### src/rtl/sseg_scan_driver.sv
// Four-digit multiplexed seven-segment driver: captures a 16-bit word on a VALID rising edge and
// scans it as hex digits with a blanking guard cycle per slot and optional leading-zero blanking.
module sseg_scan_driver #(
    parameter int unsigned SCAN_DIV = 100000,
    parameter bit          BLANK_LZ = 1'b1
) (
    input  logic        CLK,
    input  logic        RST_N,
    input  logic [15:0] VALUE,
    input  logic        VALID,
    output logic [3:0]  ANODES,
    output logic [6:0]  CATHODES,
    output logic        LOADED
);

    localparam int unsigned CntW = (SCAN_DIV > 2) ? $clog2(SCAN_DIV) : 1;
    localparam logic [CntW-1:0] CntMax = CntW'(SCAN_DIV - 1);
    localparam logic [6:0] Dash = 7'b0111111;

    logic            valid_q;
    logic [15:0]     disp_q, disp_d;
    logic            loaded_q, loaded_d;
    logic [CntW-1:0] scan_cnt_q, scan_cnt_d;
    logic [1:0]      idx_q, idx_d;
    logic [3:0]      anodes_q, anodes_d;
    logic [6:0]      cathodes_q, cathodes_d;

    logic            load;
    logic [3:0]      nibble;
    logic [15:0]     upper;
    logic            upper_zero;
    logic [3:0]      digit_en;
    logic [6:0]      digit_code;

    function automatic logic [6:0] hex_font(input logic [3:0] n);
        logic [6:0] code;
        unique case (n)
            4'h0: code = 7'b1000000;
            4'h1: code = 7'b1111001;
            4'h2: code = 7'b0100100;
            4'h3: code = 7'b0110000;
            4'h4: code = 7'b0011001;
            4'h5: code = 7'b0010010;
            4'h6: code = 7'b0000010;
            4'h7: code = 7'b1111000;
            4'h8: code = 7'b0000000;
            4'h9: code = 7'b0010000;
            4'hA: code = 7'b0001000;
            4'hB: code = 7'b0000011;
            4'hC: code = 7'b1000110;
            4'hD: code = 7'b0100001;
            4'hE: code = 7'b0000110;
            4'hF: code = 7'b0001110;
        endcase
        return code;
    endfunction

    always_comb begin
        load     = VALID & ~valid_q;
        disp_d   = load ? VALUE : disp_q;
        loaded_d = loaded_q | load;

        if (scan_cnt_q == CntMax) begin
            scan_cnt_d = '0;
            idx_d      = idx_q + 2'd1;
        end else begin
            scan_cnt_d = scan_cnt_q + 1'b1;
            idx_d      = idx_q;
        end
    end

    // Display decode works on pre-edge state; the result lands in the output registers.
    always_comb begin
        nibble     = disp_q[{idx_q, 2'b00} +: 4];
        upper      = disp_q >> {idx_q, 2'b00};
        upper_zero = (idx_q != 2'd0) && (upper == 16'h0000);
        digit_en   = ~(4'b0001 << idx_q);
        digit_code = loaded_q ? hex_font(nibble) : Dash;

        anodes_d   = digit_en;
        cathodes_d = digit_code;
        if (scan_cnt_q == '0) begin
            anodes_d = 4'b1111;
        end else if (!loaded_q) begin
            cathodes_d = Dash;
        end else if (BLANK_LZ && upper_zero) begin
            anodes_d = 4'b1111;
        end
    end

    always_ff @(posedge CLK or negedge RST_N) begin
        if (!RST_N) begin
            valid_q    <= 1'b0;
            disp_q     <= 16'h0000;
            loaded_q   <= 1'b0;
            scan_cnt_q <= '0;
            idx_q      <= 2'd0;
            anodes_q   <= 4'b1111;
            cathodes_q <= 7'b1111111;
        end else begin
            valid_q    <= VALID;
            disp_q     <= disp_d;
            loaded_q   <= loaded_d;
            scan_cnt_q <= scan_cnt_d;
            idx_q      <= idx_d;
            anodes_q   <= anodes_d;
            cathodes_q <= cathodes_d;
        end
    end

    assign ANODES   = anodes_q;
    assign CATHODES = cathodes_q;
    assign LOADED   = loaded_q;

endmodule

### config.mk
export PLATFORM = sky130hd
export DESIGN_NAME = sseg_scan_driver
export DESIGN_NICKNAME = d
export VERILOG_FILES = /design/src/rtl/sseg_scan_driver.sv
export SDC_FILE = /design/constraint.sdc
export NUM_CORES = 1
export LEC_CHECK = 0
export ABC_CLOCK_PERIOD_IN_PS = 4700
export CAP_MARGIN = 20
export CORE_MARGIN = 5
export CORE_UTILIZATION = 59
export DETAILED_ROUTE_END_ITERATION = 8
export PLACE_DENSITY = 0.84
export SYNTH_ARGS = -nofsm -noshare
export SYNTH_HDL_FRONTEND = slang
export SYNTH_SLANG_ARGS = --single-unit
### constraint.sdc
create_clock -name CLK -period 4.7 [get_ports CLK]
set_input_delay 0.94 -clock CLK [delete_from_list [all_inputs] [get_ports CLK]]
set_output_delay 0.94 -clock CLK [all_outputs]
set_load 0.02 [all_outputs]
==> impl_metrics.sql <==
INSERT INTO impl_metrics (metric_group, metric, value, unit) VALUES
('floorplanning', 'die_height', '73.5', 'um'),
('sta', 'worst_hold_slack', '0.434', 'ns'),
('worst_setup_path', 'arrival_time_reported_for_the_critical_path_endpoint', '2.71', 'ns'),
('logic_synthesis', 'synth_top_cell_area_share', '38.9', '%'),
('global_routing', 'antenna_violations_before_repair', '0', ''),
('sta', 'worst_slew_margin', '55.2', '%'),
('global_routing', 'overflow', '0', ''),
('cells_and_area', 'post-route-util', '70.8', '%'),
('logic_synthesis', 'dominant_cell_by_count_in_the_synthesized_netlist', 'dfrtp_1', ''),
('logic_synthesis', 'yosys-top-cells-count', 'dfrtp_1 (37), mux2_2 (17), nor2_1 (13)', ''),
('sta', 'setup_tns', '0', 'ns'),
('pwr', 'static-leakage-power', '0.00117', 'uW'),
('placed_design', 'dp_hpwl', '3120', 'um'),
('logic_synthesis', 'post_synth_inst_count', '199', ''),
('sta', 'final.min_clock_period', '2.47', 'ns'),
('global_routing', 'wire_length_of_the_first_global_routing_pass', '7780', 'um'),
('cells_and_area', 'layout-drive-gt1-share', '20.2', '%'),
('worst_setup_path', 'reg2reg_setup_slack', '2.23', 'ns'),
('sta', 'hold_violation_total_from_the_final_report', '0', ''),
('logic_synthesis', 'distinct_cells_synth', '41', ''),
('clocking', 'ctsHoldBuffers', '0', ''),
('clocking', 'cts.root.buffer_cell', 'clkbuf_8', ''),
('sta', 'report.final.setup_viol', '0', ''),
('logic_synthesis', 'post-synth-top-area-cell', 'dfrtp_1', ''),
('hold_path', 'min-delay-path-class', 'in2async', ''),
('drt', 'first_iter_violations', '115', ''),
('logic_synthesis', 'asr_flop_ratio_synth', '100', '%'),
('floorplanning', 'die-width', '73.5', 'um'),
('global_routing', 'grt_max_degree', '49', ''),
('drt', 'wire_per_inst', '16.3', 'um'),
('logic_synthesis', 'netlist_area', '2380', 'um^2'),
('sta', 'fin_skew', '0.0125', 'ns'),
('drt', 'dr_total_vias', '1630', ''),
('floorplanning', 'ios', '31', ''),
('cells_and_area', 'antenna-diode-count', '0', ''),
('clocking', 'cts-htree-levels', '2', ''),
('drt', 'antenna_violating_nets_post_route', '0', ''),
('run_status', 'status', 'completed', ''),
('worst_setup_path', 'regToRegEndpoint', 'ANODES[1]', ''),
('floorplanning', 'num_rows', '23', ''),
('clocking', 'cts.sink_count', '48', ''),
('sta', 'finalMaxSlewViolations', '0', ''),
('drt', 'route.detailed.vias_per_inst', '5.86', ''),
('worst_setup_path', 'timing.rr.start', 'idx_q[0]', ''),
('logic_synthesis', 'synth_area_leaders', 'dfrtp_1 (39%), dfstp_2 (12%), mux2_2 (8.0%)', ''),
('worst_setup_path', 'critical_path_class', 'reg2reg', ''),
('logic_synthesis', 'yosysWarnings', '0', ''),
('run', 'max-cap-violations', '0', ''),
('worst_setup_path', 'crit_path_end_kind', 'flip-flop', ''),
('sta', 'clock.fmax', '404', 'MHz'),
('clocking', 'cts.repair.resized', '0', ''),
('sta', 'worst_tran_pin_value', '0.667', 'ns'),
('worst_setup_path', 'start_kind', 'flip-flop', ''),
('drt', 'post-route-drc-count', '0', ''),
('worst_setup_path', 'worstPathMaxFanout', '10', ''),
('placed_design', 'preCtsSetupSlack', '2.33', 'ns'),
('logic_synthesis', 'most_common_flop_cell_mapped_by_yosys', 'dfrtp_1', ''),
('placed_design', 'globalplace.congestion', '0.864', ''),
('cells_and_area', 'area_growth_syn_to_layout', '17.2', '%'),
('drt', 'wl_final', '4540', 'um'),
('clocking', 'clock_tree_from_tritoncts', 'built', ''),
('placed_design', 'port_buffers', '30', ''),
('logic_synthesis', 'avg_cell_area_syn', '12.0', 'um^2'),
('clocking', 'source_to_sink_clock_delay_at_the_later_pin_of_the_worst_skew_pair', '0.31', 'ns'),
('clocking', 'clk_pin_slew_worst_paths', '0.10', 'ns'),
('clocking', 'postCtsSetupBuffers', '0', ''),
('worst_setup_path', 'reg2reg_depth', '6', ''),
('sta', 'final.setup.worst_slack', '2.23', 'ns'),
('logic_synthesis', 'synth_sequential_area_ratio', '51.0', '%'),
('pwr', 'power.density', '327', 'nW/um^2'),
('global_routing', 'globalRouteTotalUtil', '19.1', '%');
## routing by layer
metal  track usage [%]  vias to the layer above  part of all wire (%)
met5                 0                        -                     0
met4              7.65                        0                   1.9
met3              4.92                        9                   5.3
met2              29.0                       40                    48
met1              26.2                      815                    45
li1                  -                      766                     -
## metrics by stage
| stage | total power (uW) | instances | area (um^2) |
|---|---|---|---|
| 4_1_cts | 919 | 277 | 2770 |
| 2_1_floorplan | 589 | 199 | 2380 |
| 3_5_place_dp | 659 | 269 | 2680 |
| 5_1_grt | 959 | 278 | 2790 |
| 3_3_place_gp | 653 | 269 | 2680 |
| 6_report | 914 | 278 | 2790 |
## placed cells by master, fill, tap and decap left out, types with 9 or more instances in the layout
master / synthesis / routed
nor2_1: 13 / 13
ha_1: 11 / 11
dfrtp_1: 37 / 37
dfstp_2: 11 / 11
nand2_1: 10 / 10
mux2_2: 17 / 17
clkdlybuf4s50_1: 0 / 29
nand3_1: 9 / 9
## how the worst max path moves through the flow
stage | start | endpoint | depth (start not counted)
6_report | idx_q[0] | ANODES[1] | 6
5_1_grt | idx_q[0] | ANODES[1] | 6
4_1_cts | idx_q[0] | ANODES[1] | 6
3_5_place_dp | idx_q[0] | ANODES[1] | 6
3_3_place_gp | VALID | disp_q[1] | 4
2_1_floorplan | VALID | disp_q[10] | 4
## sequential cells by signal, indices dropped and copies added, names as in the netlist
register,count
scan_cnt_q,17
disp_q,16
CATHODES,7
ANODES,4
idx_q,2
LOADED,1
valid_q,1
## power by group
group / internal [uW] / switching, uW
Clock: 109 / 153
Combinational: 89.9 / 82.5
Sequential: 459 / 21.3
Total: 658 / 257
## critical path, cell delays in order (launching register included)
cell      delay (ns)
dfrtp_1         0.64
mux4_2          0.64
inv_1           0.14
ha_1            0.22
nor4b_1         0.30
o211ai_1        0.22
o211ai_1        0.24
## cells by family (layout without fill, tap and decap cells)
| kind of cell | count (synthesis) | after routing | synth area share, % |
|---|---|---|---|
| and+or+nand+nor | 62 | 62 | 14.8 |
| DFF | 48 | 48 | 51.0 |
| AOI/OAI and AO/OA | 24 | 24 | 6.99 |
| muxes | 22 | 22 | 12.2 |
| buffers and inverters | 18 | 47 | 3.99 |
| xor gates and xnor gates | 14 | 14 | 5.15 |
| adders and majority gates | 11 | 11 | 5.78 |
## cell type report
class	instances	area, um^2	area share [%]
flip-flops and latches	48	1210	43.5
multi-input cells	133	1070	38.4
repair buffers	32	323	11.6
clock buffers	5	68.8	2.47
well taps	50	62.6	2.24
inverters	7	26.3	0.941
clock inverters	3	25.0	0.896
No activity file was read; power rests on OpenSTA's default activity.
==> edit: new RTL, same flow settings <==
The parameter `SCAN_DIV` goes from 100000 to 25000.
--- a/src/rtl/sseg_scan_driver.sv
+++ b/src/rtl/sseg_scan_driver.sv
@@ -2,5 +2,5 @@
 // scans it as hex digits with a blanking guard cycle per slot and optional leading-zero blanking.
 module sseg_scan_driver #(
-    parameter int unsigned SCAN_DIV = 100000,
+    parameter int unsigned SCAN_DIV = 25000,
     parameter bit          BLANK_LZ = 1'b1
 ) (
Behaviour: no difference found for any inputs over 10 cycles, from zero or initial values and one cycle with RST_N low; that may be too few to reach the edited logic, so the function may still have changed.
==> edit against the unedited design <==
  * Total power is 3.8% lower
  * Worst setup slack worse by 0.048 ns
  * Core utilization is 2.5 points higher
  * Wire length is 12% lower
  * Cell area is 3.1% lower
  * Synthesized area is 5.5% lower
  * Largest cell class unchanged
  * Sequential cell count is 2 lower
  * Sequential share of layout area is 0.44 points lower
  * Die area is 4.7% lower
  * Highest routed layer unchanged
==> edit: results (changes against the unedited design) <==
grt_max_degree: 47  # -4.1%
power_density_nw_per_um2: 325  # -0.65%
synth_xor_area_frac: 0.0545  # +0.00298
dp_hpwl_um: 2950  # -5.3%
holdWs_ns: 0.501  # +0.0666 ns
power.leakage_nw: 1.15  # -1.4%
cp_data_arrival_time_ns: 2.75  # +0.04 ns
grt_pass1_vias: 1506  # -4.9%
status: "complete, no violations"
grt_pass1_wl_um: 7030  # -9.6%
avgRoutedWirePerCell_um: 14.9  # -8.8%
synthMuxAreaShare: 0.131  # +0.00875
syn-num-nets: 219  # -4.4%
fin_cells: 269  # -3.2%
r2r_cells: 7  # +1
synth_cell_types: 36  # -12%
regMostFlops: "disp_q"
seq_area_frac_synth: 0.518  # +0.00726
gp_congestion: 0.888  # +2.7%
drtIter0Drc: 78  # -32%
dp_cells: 260  # -3.3%
period_share: 0.536  # +0.0102
cp_slowest_stage_delay_ns: 0.62  # -0.02 ns
largest_register_ffs: 16  # -1
vias_per_cell: 5.58  # -4.8%
==> edit: changes by cell type after synthesis, sizes merged, moves of 2 or more <==
cell and delta:
dfrtp -2, nand4 -2, buf -5, inv +2
or3 -3, nor4 +4, nor3 +2, xnor2 +2
clkbuf +2, and4 -4, o211ai -4, nand3 +3
xor2 -2
==> edit: worst max-delay path by stage <==
stage,from,endpoint,cells past startpoint
final,idx_q[0],ANODES[1],7
after CTS,idx_q[0],ANODES[1],7
after global placement,idx_q[0],ANODES[1],7
after detailed placement,idx_q[0],ANODES[1],7
after global routing,idx_q[0],ANODES[1],7
after floorplan,idx_q[0],ANODES[1],8
==> edit: cell families after synthesis <==
group                      Yosys count
buffers and inverters               17
and+or+nand+nor                     63
AOI/OAI and AO/OA                   16
muxes                               22
DFF                                 46
adders and majority gates           11
xor gates and xnor gates            14
==> edit: final cells by class <==
class / instances / share of cell area
well taps: 48 / 0.0222
flip-flops and latches: 46 / 0.431
inverters: 9 / 0.0125
clock buffers: 6 / 0.0305
repair buffers: 32 / 0.122
multi-input cells: 126 / 0.377
clock inverters: 2 / 0.00463
==> edit: metal layers <==
layer,share of wire,wire length [µm],track usage,vias up
met5,0,0,0,-
met4,0.012,50,0.0585,0
met3,0.056,226,0.0365,7
met2,0.47,1900,0.276,37
met1,0.46,1830,0.238,730
li1,-,-,-,727
==> edit: report_power, final <==
| part | total, mW | switching [mW] | leakage, nW | internal (mW) |
|---|---|---|---|---|
| registers | 0.462 | 0.0201 | 0.546 | 0.442 |
| logic | 0.171 | 0.0817 | 0.557 | 0.0894 |
| clock network | 0.247 | 0.128 | 0.0472 | 0.118 |
